$ cat src/rtl/lc3b_types.sv
// Shared LC-3b control types: opcodes, ALU ops, address-mux encodings, control word.
// No logic; pure typedefs and a small helper.
// Backpressure: n/a.
package lc3b_types;

    typedef logic [15:0] lc3b_word;

    typedef enum logic [3:0] {
        op_br   = 4'h0, op_add  = 4'h1, op_ldb  = 4'h2, op_stb  = 4'h3,
        op_jsr  = 4'h4, op_and  = 4'h5, op_ldr  = 4'h6, op_str  = 4'h7,
        op_rti  = 4'h8, op_not  = 4'h9, op_ldi  = 4'ha, op_sti  = 4'hb,
        op_jmp  = 4'hc, op_shf  = 4'hd, op_lea  = 4'he, op_trap = 4'hf
    } lc3b_opcode;

    // alu_pass is encoded as zero so an all-zero word is a harmless pass-through
    typedef enum logic [1:0] {
        alu_pass = 2'b00,
        alu_add  = 2'b01,
        alu_and  = 2'b10,
        alu_not  = 2'b11
    } lc3b_aluop;

    typedef enum logic [1:0] {
        addr2_none = 2'b00,
        addr2_off6 = 2'b01,
        addr2_off9 = 2'b10
    } lc3b_addr2mux_sel;

    typedef struct packed {
        lc3b_opcode       opcode;
        lc3b_aluop        aluop;
        logic             load_regfile;
        logic             load_cc;
        logic             sr2mux_sel;
        logic             mem_read;
        logic             mem_write;
        logic             regfilemux_sel;
        logic             addr1mux_sel;
        lc3b_addr2mux_sel addr2mux_sel;
    } lc3b_control_word;

    function automatic logic is_mem_op(input lc3b_control_word w);
        return w.mem_read | w.mem_write;
    endfunction

endpackage

$ cat src/rtl/control_decode.sv
// Combinational LC-3b decode: instr -> control word plus legal flag.
// Latency: 0 cycles (pure combinational).
// Backpressure: none; the caller decides whether the word is consumed.
module control_decode
    import lc3b_types::*;
(
    input  lc3b_word         instr,
    output lc3b_control_word ctrl,
    output logic             legal
);

    logic unused_instr_bits;
    assign unused_instr_bits = ^{instr[11:6], instr[4:0]};

    always_comb begin
        ctrl        = '0;
        legal       = 1'b1;
        ctrl.opcode = lc3b_opcode'(instr[15:12]);
        ctrl.aluop  = alu_pass;
        case (lc3b_opcode'(instr[15:12]))
            op_add, op_and: begin
                ctrl.aluop        = (instr[15:12] == op_add) ? alu_add : alu_and;
                ctrl.load_regfile = 1'b1;
                ctrl.load_cc      = 1'b1;
                ctrl.sr2mux_sel   = instr[5];
            end
            op_not: begin
                ctrl.aluop        = alu_not;
                ctrl.load_regfile = 1'b1;
                ctrl.load_cc      = 1'b1;
            end
            op_ldr: begin
                ctrl.mem_read       = 1'b1;
                ctrl.load_regfile   = 1'b1;
                ctrl.regfilemux_sel = 1'b1;
                ctrl.load_cc        = 1'b1;
                ctrl.addr1mux_sel   = 1'b1;
                ctrl.addr2mux_sel   = addr2_off6;
            end
            op_str: begin
                ctrl.mem_write    = 1'b1;
                ctrl.addr1mux_sel = 1'b1;
                ctrl.addr2mux_sel = addr2_off6;
            end
            op_br: begin
                ctrl.addr2mux_sel = addr2_off9;
            end
            default: begin
                // unsupported opcodes travel as an all-zero, invalid word
                ctrl  = '0;
                legal = 1'b0;
            end
        endcase
    end

endmodule

$ cat src/rtl/control_pipe.sv
// LC-3b control-word pipeline (EX..MEM..WB) with memory stall and flush; perf counters under CTRL_PIPE_PERF_EN.
// Latency: accept -> stage 0 in 1 cycle, -> WB in STAGES cycles when unstalled.
// Backpressure: in_ready drops while MEM waits on mem_resp; flush outranks the stall.
module control_pipe
    import lc3b_types::*;
#(
    parameter int STAGES = 3
) (
    input  logic                           clk,
    input  logic                           rst,
    input  logic                           in_valid,
    output logic                           in_ready,
    input  lc3b_word                       instr,
    input  logic                           flush,
    input  logic                           mem_resp,
    output lc3b_control_word [STAGES-1:0]  ctrl_out,
    output logic [STAGES-1:0]              valid_out,
    output logic                           illegal_op,
    output logic [2:0]                     inflight
`ifdef CTRL_PIPE_PERF_EN
    ,
    output logic [15:0]                    stall_cycles,
    output logic [15:0]                    retired
`endif
);

    localparam int MEM = STAGES - 2;
    localparam int WB  = STAGES - 1;

    lc3b_control_word                dec_word;
    logic                            dec_legal;
    logic                            mem_stall;
    logic                            accept;
    lc3b_control_word [STAGES-1:0]   ctrl_d;
    logic [STAGES-1:0]               valid_d;

    control_decode u_decode (
        .instr (instr),
        .ctrl  (dec_word),
        .legal (dec_legal)
    );

    assign mem_stall = valid_out[MEM] & is_mem_op(ctrl_out[MEM]) & ~mem_resp;
    assign in_ready  = ~mem_stall;
    assign accept    = in_valid & ~mem_stall & ~flush;

    function automatic logic [2:0] popcount(input logic [STAGES-1:0] v);
        logic [2:0] n;
        n = '0;
        for (int k = 0; k < STAGES; k++) n = n + {2'b00, v[k]};
        return n;
    endfunction

    always_comb begin
        ctrl_d  = ctrl_out;
        valid_d = valid_out;
        // WB takes a bubble whenever MEM is still waiting, flushed or not
        ctrl_d[WB]  = mem_stall ? '0 : ctrl_out[MEM];
        valid_d[WB] = valid_out[MEM] & ~mem_stall;
        if (flush) begin
            for (int k = 0; k < WB; k++) begin
                ctrl_d[k]  = '0;
                valid_d[k] = 1'b0;
            end
        end else if (!mem_stall) begin
            for (int k = WB - 1; k > 0; k--) begin
                ctrl_d[k]  = ctrl_out[k-1];
                valid_d[k] = valid_out[k-1];
            end
            ctrl_d[0]  = dec_word;
            valid_d[0] = in_valid & dec_legal;
        end
    end

    always_ff @(posedge clk) begin
        if (rst) begin
            ctrl_out   <= '0;
            valid_out  <= '0;
            illegal_op <= 1'b0;
            inflight   <= '0;
        end else begin
            ctrl_out   <= ctrl_d;
            valid_out  <= valid_d;
            illegal_op <= accept & ~dec_legal;
            inflight   <= popcount(valid_d);
        end
    end

`ifdef CTRL_PIPE_PERF_EN
    always_ff @(posedge clk) begin
        if (rst) begin
            stall_cycles <= '0;
            retired      <= '0;
        end else begin
            if (mem_stall && stall_cycles != 16'hFFFF) stall_cycles <= stall_cycles + 16'd1;
            if (valid_out[WB] && retired != 16'hFFFF) retired <= retired + 16'd1;
        end
    end
`endif

endmodule

$ cat config.mk
export PLATFORM = sky130hd
export DESIGN_NAME = control_pipe
export DESIGN_NICKNAME = d
export VERILOG_FILES = /design/src/rtl/lc3b_types.sv /design/src/rtl/control_decode.sv /design/src/rtl/control_pipe.sv
export SDC_FILE = /design/constraint.sdc
export NUM_CORES = 1
export LEC_CHECK = 0
export CELL_PAD_IN_SITES_DETAIL_PLACEMENT = 1
export CELL_PAD_IN_SITES_GLOBAL_PLACEMENT = 1
export CORE_AREA = 3 3 77 79
export CTS_CLUSTER_SIZE = 12
export DETAILED_ROUTE_END_ITERATION = 10
export DIE_AREA = 0 0 80 82
export GPL_TIMING_DRIVEN = 0
export PLACE_DENSITY = 0.81
export SETUP_SLACK_MARGIN = 0.3
export SYNTH_ARGS = -nofsm -noshare
export SYNTH_HDL_FRONTEND = slang
export SYNTH_SLANG_ARGS = --single-unit
$ cat constraint.sdc
create_clock -name clk -period 5.1 [get_ports clk]
set_input_delay 1.02 -clock clk [delete_from_list [all_inputs] [get_ports clk]]
set_output_delay 1.02 -clock clk [all_outputs]
set_load 0.05 [all_outputs]
# Word level (Yosys, flattened, before mapping)

Index checks and enable logic that the tools add are counted.

Register bits after elaboration: 49
Bits of input ports: 21
Output and inout bits: 53
Word-level logic and storage cells: 68

$add $sub $neg: 2
Eq/ne operators: 5
Mux-type cells: 12
Bitwise operators: 12
Reductions and logical operators: 7

Operators by type and width:

| kind                 | count |
|---|---|
| $eq A4 B3 Y1 const B | 3 |
| $mux W2              | 4 |
| $pmux W2 S2          | 2 |
| $reduce_or A2 Y1     | 4 |
| $and A1 B1 Y1        | 7 |
| $reduce_or A6 Y1     | 1 |
| $mux W1              | 5 |
| $eq A4 B1 Y1 const B | 1 |
| $eq A4 B4 Y1 const B | 1 |
| $logic_not A4 Y1     | 1 |
| $mux W4              | 1 |
| $not A1 Y1           | 4 |
| $reduce_or A4 Y1     | 1 |
| $add A2 B1 Y3        | 1 |
| $add A1 B1 Y2        | 1 |
| $or A1 B1 Y1         | 1 |

# Longest topological paths before layout

Gate-level depths: netlist of the first run.

Depth after elaboration: 8
Depth in mapped cells: 8
Depth with buffers taken out: 6

# Cells and area by module

A second synthesis of the first run with hierarchy kept.

Cell total of the unflattened synthesis: 208
Area total of the unflattened synthesis: 1968.1 µm²

By module, submodules not included:

| module         | instances | cells each | area each (µm²) | sequential area each (µm²) |
|---|---|---|---|---|
| control_pipe   | 1         | 182        | 1785.5          | 1021.0 |
| control_decode | 1         | 26         | 182.7           | 0.0 |

# Least setup slack after synthesis of the first run

OpenSTA, ideal clock, no wires.

Kind: input port to output port
From: input port mem_resp
To: output port in_ready
Arrival: 1739 ps
Data required time: 4080 ps
Setup slack: 2341 ps
Stages: 5
Buffers on the path: 2
Cell sequence: nor2b_1 > and2_4 > buf_6 > inv_2 > buf_2

Word-level cells in the longest chain between the ends: 3

RTL lines:

| element         | line               | text |
|---|---|---|
| start, declared | control_pipe.sv:15 | `input logic mem_resp,` |
| $not A1 Y1      | control_pipe.sv:43 | `assign mem_stall = valid_out[MEM] & is_mem_op(ctrl_out[MEM]) & ~mem_resp;` |
| $and A1 B1 Y1   | control_pipe.sv:43 |  |
| $not A1 Y1      | control_pipe.sv:44 | `assign in_ready = ~mem_stall;` |
| end, declared   | control_pipe.sv:12 | `output logic in_ready,` |

Every way passes these cells.

# Final worst setup path of the first run

Same ends and word-level chain as after synthesis.

==> flow_summary.yaml, run 1 <==
power_and_ir_drop:
  leakagePower_uw: 0.000850
  p_int_uw: 464
  seqPwrFrac_pct: 58.1
  vdd_ir_drop_max_v: 0.000133
  power_density_nw_per_um2: 257
  power_frac_comb_pct: 8.9
  power.switching_uw: 151
  power_switching_share_pct: 24.5
  power_frac_clock_pct: 33.0
floorplan:
  dieArea_um2: 6560
  die_y_um: 82
  initial_core_util_pct: 30.3
  dieWidth_um: 80
  io_pins: 74
  num_rows: 27
  core_um2: 5410
synthesis:
  synthAdderAreaFrac_pct: 1.22
  synthMuxAreaShare_pct: 0
  yosys_most_used_dff: "dfxtp_1"
  ys_ff_latch: 45
  synthTopCellsByArea: "dfxtp_1, nand2_1, a21oi_1, and2_1, buf_4"
  synth_edf_count: 0
  synth_fp_nets: 208
  synthCells: 186
  postSynth.asyncResetShare_pct: 0
  netlist.area_leader.share_pct: 54.9
  ys_seq_area_share_pct: 54.9
  ys_types: 33
  synth-simple-area-share_pct: 23.1
  syn-cell-area_um2: 1640
  synth_xor_area_share_pct: 0.534
  synth_area_leader_cell: "dfxtp_1"
  synth_common_cells: "dfxtp_1, nand2_1, a21oi_1"
  ys_warn_count: 0
  synth_top_family_by_area: "simple AND/OR/NAND/NOR gates"
  avgSynthCellArea_um2: 8.82
  synth_compound_area_share_pct: 12.3
  post-synth-top-count-cell: "dfxtp_1"
timing:
  worst_slew_pin_slew_ns: 0.521
  finalCritPeriodShare_pct: 78.4
  finClkSkew_ns: 0.00908
  fin_tns_setup_ns: 0
  final_max_slew_viol_count: 0
  min_period_ns: 4.00
  maxSlewHeadroom_pct: 65.2
  setup_viol: 0
  hold_violations: 0
  max_freq_mhz: 250
  rsz0062_at_grt: "no"
drt:
  drc: 0
  drtIter0Drc: 35
  wl_per_cell_um: 13.8
  firstDrtPassIters: 4
  antenna_left: 0
  viasPerCell: 4.53
  totalWireLength_um: 4470
  vias: 1462
grt:
  overflow: 0
  grt_pass1_wl_um: 7020
  grt_use_total_pct: 14.0
  grt_max_degree: 13
  grt_antenna_before_repair: 0
  grt_pass1_vias: 1476
clocking:
  ctsHoldBuffers: 0
  cts_tree: "yes"
  cts_buffer_depth: 2
  insertion_delay_ns: 0.30
  cts_resized: 0
  cts.clk_slew.worst_paths_ns: 0.08
  htree_levels: 2
  numCtsBuffers: 5
  cts_root_buffer: "clkbuf_8"
  clock_sinks: 45
  post_cts_buffers: 0
final_layout:
  final_cells: 323
  fin_nets: 274
  final_cell_area_um2: 2390
  areaGrowthSynthToFinish_pct: 46.0
  n_fill_cell: 641
  drive_above_1_share_pct: 9.16
  antenna_cells: 0
worst_setup_path:
  crit_path_end_kind: "output pin"
  critPathArrivalTime_ns: 2.98
  path_class: "primary input to output pin"
  worst_setup_path_start_kind: "primary input"
  r2r-start: "valid_out[1]"
  cp_max_fo: 10
  required_ns: 4.08
  cp-startpoint: "mem_resp"
hold_path:
  min_path_type: "flip-flop to flip-flop"
  min_from: "ctrl_out[21]"
status:
  status: "completed"
placement:
  portBuffers: 59
  dp_hpwl_um: 3410
  dp_cells: 317
  place_area_um2: 2320
  place.gp.congestion: 0.786
flow_run:
  max_cap_violations: 0
[worst paths after layout]
path / to / slack (ns) / depth (start not counted)
max: in_ready / 1.10 / 7
min reg2reg: ctrl_out[21] / 0.47 / 2
max reg2reg: inflight[0] / 2.89 / 8
min: ctrl_out[21] / 0.47 / 2
[metal layers]
layer  GRT usage [%]  vias to the layer above  wire [um]
met5               0                        -          0
li1                -                      737          -
met1            15.9                      683       1960
met2            25.1                       40       2220
met3            4.93                        2        259
met4            3.21                        0         29
[power groups by stage]
stage / sequential (uW) / combinational [uW] / clock, uW
finish: 357 / 54.7 / 203
global route: 358 / 58.9 / 225
CTS: 357 / 55.1 / 213
detailed placement: 366 / 54.6 / 0
global placement: 366 / 53.6 / 0
floorplan: 378 / 21.2 / 0
[cell usage in the layout, fill, tap and decap left out, drive strengths merged, types with 11 or more instances in the layout]
| master | synthesis | final |
|---|---|---|
| nor2 | 11 | 11 |
| nand2 | 39 | 39 |
| clkbuf | 6 | 11 |
| and2 | 15 | 15 |
| buf | 13 | 13 |
| clkdlybuf4s50 | 0 | 59 |
| a21oi | 24 | 24 |
| dfxtp | 45 | 45 |
[sequential cells by signal, summed over array words and instances (netlist names)]
name and cells:
ctrl_out 39, illegal_op 1, inflight 2, valid_out 3
[stage by stage]
step | hold slack [ns] | power, uW | utilization (%) | setup slack, ns
final | 0.470 | 615 | 44.3 | 1.10
after global routing | 0.489 | 642 | 44.3 | 1.03
after global placement | 0.450 | 419 | 42.9 | 1.12
after CTS | 0.474 | 625 | 44.3 | 1.09
after floorplan | 0.674 | 399 | - | 2.34
after detailed placement | 0.463 | 420 | 42.9 | 1.09
[worst max-delay path: stages]
cell,delay (ns)
clkdlybuf4s50_1,0.46
nor2b_1,0.07
and2_4,0.14
buf_6,0.12
inv_2,0.08
buf_2,0.23
clkdlybuf4s50_1,0.85
[logic make-up after synthesis]
logic type,count (synthesis)
and+or+nand+nor,80
buffers and inverters,23
xor gates and xnor gates,1
other,1
adders and majority gates,1
DFF,45
AOI/OAI and AO/OA,35
[layout make-up]
| type | count | area [um2] | area share (%) |
|---|---|---|---|
| clock buffer | 5 | 68.8 | 2.87 |
| multi-input combinational | 118 | 613 | 25.6 |
| tap | 72 | 90.1 | 3.76 |
| timing repair buffer | 59 | 591 | 24.7 |
| inverter | 4 | 15.0 | 0.627 |
| sequential | 45 | 901 | 37.6 |
| buffer | 19 | 111 | 4.65 |
| clock inverter | 1 | 5.00 | 0.209 |
(Power assumes the default switching activity.)
==> inputs of run 2 (changes only) <==
--- a/config.mk
+++ b/config.mk
@@ -7,12 +7,12 @@
 export LEC_CHECK = 0
 export CELL_PAD_IN_SITES_DETAIL_PLACEMENT = 1
 export CELL_PAD_IN_SITES_GLOBAL_PLACEMENT = 1
-export CORE_AREA = 3 3 77 79
+export CORE_AREA = 3 3 84 86
 export CTS_CLUSTER_SIZE = 12
 export DETAILED_ROUTE_END_ITERATION = 10
-export DIE_AREA = 0 0 80 82
+export DIE_AREA = 0 0 87 89
 export GPL_TIMING_DRIVEN = 0
-export PLACE_DENSITY = 0.81
+export PLACE_DENSITY = 0.73
 export SETUP_SLACK_MARGIN = 0.3
 export SYNTH_ARGS = -nofsm -noshare
 export SYNTH_HDL_FRONTEND = slang
==> constraint.sdc (replaced) <==
create_clock -name clk -period 3.27 [get_ports clk]
set_input_delay 0.654 -clock clk [delete_from_list [all_inputs] [get_ports clk]]
set_output_delay 0.654 -clock clk [all_outputs]
set_load 0.05 [all_outputs]
==> run 2 against run 1 <==
  * Cell count is 1.9% higher
  * Register-to-register slack lost 1.9 ns
  * Clock skew shrank 0.0023 ns
  * Highest routed layer unchanged
  * Worst setup slack got worse by 0.70 ns
  * Critical endpoint unchanged
==> flow_summary.yaml, run 2 (synthesized netlist as in run 1, its figures left out) <==
timing:
  finClkSkew_ns: 0.00682
  max_freq_mhz: 348
  maxSlewHeadroom_pct: 64.4
  hold_violations: 0
  timing.hold.ws_ns: 0.469
  finalCritPeriodShare_pct: 87.8
  final_max_slew_viol_count: 0
  rsz0062_at_grt: "no"
  worst_slew_pin_slew_ns: 0.532
  fin_ws_ns: 0.399
  min_period_ns: 2.87
  setup_viol: 0
drt:
  drc: 0
  firstDrtPassIters: 4
  met1_length_um: 2070
  drtIter0Drc: 29
  antenna_left: 0
  vias: 1459
  wl_per_cell_um: 13.7
  totalWireLength_um: 4510
  viasPerCell: 4.43
  highest_layer: "met4"
  met3_length_um: 270
  wl_met2_um: 2110
worst_setup_path:
  worst_setup_path_start_kind: "primary input"
  cp-startpoint: "mem_resp"
  critPathMaxStageDelay_ns: 0.40
  cp_max_fo: 10
  critPathArrivalTime_ns: 2.22
  crit_path_end_kind: "output pin"
  critPathBufInv: 5
  path_class: "primary input to output pin"
  path_delay_family: "buffers and inverters"
  critPathSlowestCell: "clkdlybuf4s50_1"
  r2r-start: "valid_out[1]"
  required_ns: 2.62
  crit_chain: "clkdlybuf4s50_1 > nor2b_1 > and2_4 > buf_6 > inv_2 > buf_2 > clkdlybuf4s15_2"
placement:
  place_area_um2: 2330
  preCtsSetupSlack_ns: -0.00672
  place.gp.congestion: 0.764
  dp_cells: 322
  dp_hpwl_um: 3450
  portBuffers: 59
grt:
  overflow: 0
  grt_antenna_before_repair: 0
  grt_max_degree: 14
  grt_pass1_wl_um: 7300
  grt_pass1_vias: 1455
  grt_use_total_pct: 12.3
final_layout:
  final_cell_mix: "clkdlybuf4s50_1, dfxtp_1, nand2_1"
  drive_above_1_share_pct: 9.92
  final_cells: 329
  largest_register_ffs: 39
  mostFrequentLayoutCell: "clkdlybuf4s50_1"
  antenna_cells: 0
  final_cell_area_um2: 2430
  top_regs: "ctrl_out: 39 flops, valid_out: 3 flops, inflight: 2 flops"
  largest_register: "ctrl_out"
  areaGrowthSynthToFinish_pct: 48.3
  n_fill_cell: 756
  fin_nets: 274
clocking:
  clock_sinks: 45
  numCtsBuffers: 5
  cts_tree: "yes"
  cts.clk_slew.worst_paths_ns: 0.08
  cts_buffer_depth: 2
  htree_levels: 2
  ctsHoldBuffers: 0
  insertion_delay_ns: 0.30
  cts_root_buffer: "clkbuf_8"
floorplan:
  num_rows: 29
  die_y_um: 89
  initial_core_util_pct: 25.8
  dieWidth_um: 87
  dieArea_um2: 7740
  io_pins: 74
  core_um2: 6350
status:
  status: "completed"
power_and_ir_drop:
  leakagePower_uw: 0.000865
  seqPwrFrac_pct: 53.1
  p_int_uw: 806
  power.switching_uw: 243
  vdd_ir_drop_max_v: 0.000166
  power_density_nw_per_um2: 431
  power_frac_clock_pct: 38.8
  power_switching_share_pct: 23.2
  power_frac_comb_pct: 8.1
flow_run:
  max_cap_violations: 0
hold_path:
  min_from: "ctrl_out[24]"
  min_path_type: "flip-flop to flip-flop"
[run 2: repair_timing]
item | 4_1_cts | 5_1_grt
setup endpoints to repair | 1 | 0
setup buffers | 0 | 0
gates resized for setup | 3 | 0
[run 2: worst reg2reg max path, delay by kind of cell (launching register included)]
kind / cells / cell delay, ns
flip-flops: 1 / 0.36
adder cells (fa/ha/maj): 1 / 0.49
AND/OR/NAND/NOR: 3 / 0.53
AO/OA/AOI/OAI: 1 / 0.15
buffers and inverters: 3 / 0.61
[run 2: path summary, 6_finish.rpt]
path	end	slack (ns)	cells past startpoint
worst max-delay path	in_ready	0.40	7
worst min-delay path	ctrl_out[24]	0.47	2
worst max register to register	inflight[0]	1.02	8
worst min register to register	ctrl_out[24]	0.47	2
[run 2: final cells by class]
| cell class | instances | area (um2) | area share, % |
|---|---|---|---|
| timing repair buffer | 59 | 592 | 24.3 |
| multi-input combinational | 118 | 613 | 25.2 |
| clock inverter | 2 | 35.0 | 1.44 |
| tap | 77 | 96.3 | 3.96 |
| clock buffer | 5 | 68.8 | 2.83 |
| sequential | 45 | 901 | 37.0 |
| buffer | 19 | 111 | 4.58 |
| inverter | 4 | 15.0 | 0.617 |
[run 2: power groups by stage]
stage          Sequential (uW)  Clock (uW)  Combinational (uW)
2_1_floorplan              589           0                33.1
3_3_place_gp               570           0                84.4
3_5_place_dp               570           0                85.2
4_1_cts                    557         430                85.4
5_1_grt                    558         448                92.3
6_report                   557         407                84.7
[run 2: per-layer routing]
| layer | vias up | global-route usage [%] |
|---|---|---|
| li1 | 732 | - |
| met3 | 7 | 3.78 |
| met2 | 45 | 20.0 |
| met1 | 675 | 15.5 |
| met4 | 0 | 4.25 |
| met5 | - | 0 |
[run 2: through the flow]
stage / total power (uW) / setup TNS (ns) / util [%]
finish: 1050 / 0 / 38.3
floorplan: 622 / 0 / -
global placement: 654 / 0 / 36.7
global route: 1100 / 0 / 38.3
detailed placement: 655 / -0.00672 / 36.7
CTS: 1070 / 0 / 38.3
==> inputs of run 3 (changes only) <==
--- a/config.mk
+++ b/config.mk
@@ -13,7 +13,7 @@
 export DIE_AREA = 0 0 87 89
 export GPL_TIMING_DRIVEN = 0
 export PLACE_DENSITY = 0.73
-export SETUP_SLACK_MARGIN = 0.3
+export SETUP_SLACK_MARGIN = 0.15
 export SYNTH_ARGS = -nofsm -noshare
 export SYNTH_HDL_FRONTEND = slang
 export SYNTH_SLANG_ARGS = --single-unit
==> run 3 against run 2 <==
  * Flip-flop and latch count unchanged
  * Register-to-register slack about the same
  * Wire length unchanged
  * Worst setup slack worse by 0.10 ns
  * Clock skew unchanged
  * Die area unchanged
==> flow_summary.yaml, run 3 (synthesized netlist as in run 1, its figures left out) <==
status:
  status: "completed"
grt:
  overflow: 0
  grt_pass1_wl_um: 7300
  grt_max_degree: 14
  grt_pass1_vias: 1455
  grt_antenna_before_repair: 0
  grt_use_total_pct: 12.3
timing:
  finalCritPeriodShare_pct: 91.0
  fin_tns_setup_ns: 0
  hold_violations: 0
  worst_slew_pin_slew_ns: 0.532
  min_period_ns: 2.97
  final_max_slew_viol_count: 0
  max_freq_mhz: 336
  rsz0062_at_grt: "no"
  maxSlewHeadroom_pct: 64.4
  finClkSkew_ns: 0.00682
  setup_viol: 0
worst_setup_path:
  path_class: "primary input to output pin"
  cp-startpoint: "mem_resp"
  critPathBufInv: 5
  path_delay_family: "buffers and inverters"
  crit_path_end_kind: "output pin"
  critPathMaxStageDelay_ns: 0.56
  required_ns: 2.62
  r2r-end: "inflight[0]"
  cp_max_fo: 10
  crit_end: "in_ready"
  crit_chain: "clkdlybuf4s50_1 > nor2b_1 > and2_4 > buf_6 > inv_2 > buf_2 > dlygate4sd2_1"
  r2r_cells: 8
  worst_setup_path_start_kind: "primary input"
  r2r-start: "valid_out[1]"
  critPathArrivalTime_ns: 2.32
  critPathSlowestCell: "dlygate4sd2_1"
  worstSetupPathDepth: 7
  reg2reg_slack_ns: 1.02
drt:
  drtIter0Drc: 29
  wl_per_cell_um: 13.7
  drc: 0
  firstDrtPassIters: 4
  viasPerCell: 4.43
  totalWireLength_um: 4510
  antenna_left: 0
  vias: 1459
final_layout:
  fin_nets: 274
  finish.utilization_pct: 38.3
  drive_above_1_share_pct: 9.52
  final_cell_area_um2: 2430
  areaGrowthSynthToFinish_pct: 48.1
  mostFrequentLayoutCell: "clkdlybuf4s50_1"
  final_cell_mix: "clkdlybuf4s50_1, dfxtp_1, nand2_1"
  top_regs: "ctrl_out: 39 flops, valid_out: 3 flops, inflight: 2 flops"
  antenna_cells: 0
  largest_register_ffs: 39
  largest_register: "ctrl_out"
floorplan:
  initial_core_util_pct: 25.8
  core_um2: 6350
  dieArea_um2: 7740
  num_rows: 29
  dieWidth_um: 87
  die_y_um: 89
  io_pins: 74
placement:
  dp_hpwl_um: 3450
  place.gp.congestion: 0.764
  place_area_um2: 2330
  portBuffers: 59
clocking:
  numCtsBuffers: 5
  cts_tree: "yes"
  post_cts_buffers: 0
  clock_sinks: 45
  htree_levels: 2
  cts.clk_slew.worst_paths_ns: 0.08
  cts_root_buffer: "clkbuf_8"
  insertion_delay_ns: 0.30
  cts_buffer_depth: 2
power_and_ir_drop:
  leakagePower_uw: 0.000862
  finalPower_uw: 1050
  vdd_ir_drop_max_v: 0.000166
  power_density_nw_per_um2: 432
hold_path:
  min_from: "ctrl_out[24]"
  min_path_type: "flip-flop to flip-flop"
flow_run:
  max_cap_violations: 0
[run 3: cell types whose count changed in the layout (fill, tap and decap cells not counted)]
cell             delta
dlygate4sd2_1       +1
clkdlybuf4s15_2     -1
[run 3: power by group]
part | total, uW | switching [uW] | internal, uW
Sequential | 557 | 4.06 | 553
Combinational | 84.7 | 54.2 | 30.5
Clock | 407 | 185 | 222
[run 3: per-stage QoR]
step / hold WS, ns / setup WS, ns / cells
floorplan: 0.674 / 0.983 / 186
global route: 0.494 / 0.206 / 329
finish: 0.469 / 0.295 / 329
global placement: 0.455 / 0.00188 / 322
detailed placement: 0.465 / -0.00672 / 322
CTS: 0.477 / 0.281 / 329
[run 3: layout make-up]
cell class              count  area, um2
clock buffers               5       68.8
plain buffers              19        111
inverters                   4       15.0
fillers                   757       3920
multi-input cells         118        613
well taps                  77       96.3
flip-flops and latches     45        901
clock inverters             2       35.0
repair buffers             59        589
[run 3: worst min path at each step]
stage,end,slack (ns),depth (start not counted)
2_1_floorplan,ctrl_out[16],0.67,2
3_3_place_gp,ctrl_out[16],0.45,2
3_5_place_dp,ctrl_out[24],0.47,2
4_1_cts,ctrl_out[24],0.48,2
5_1_grt,ctrl_out[27],0.49,2
6_report,ctrl_out[24],0.47,2
[run 3: worst reg2reg max path, delay by kind of cell, from the launching register on]
family	cells	cell delay, ns
adders and majority gates	1	0.49
buffers and inverters	3	0.61
AOI/OAI and AO/OA	1	0.15
DFF	1	0.36
and+or+nand+nor	3	0.53
[run 3: timing repair]
item | CTS | global route
gates resized for setup | 1 | 0
hold buffers | 0 | 0
endpoints found under the setup margin | 1 | 0
hold endpoints to repair | 0 | 0
[run 3: per-layer routing]
metal  wire [um]  global-route usage [%]  up-vias
li1            -                       -      732
met1        2070                    15.5      675
met5           0                       0        -
met4          57                    4.25        0
met3         270                    3.78        7
met2        2110                    20.0       45
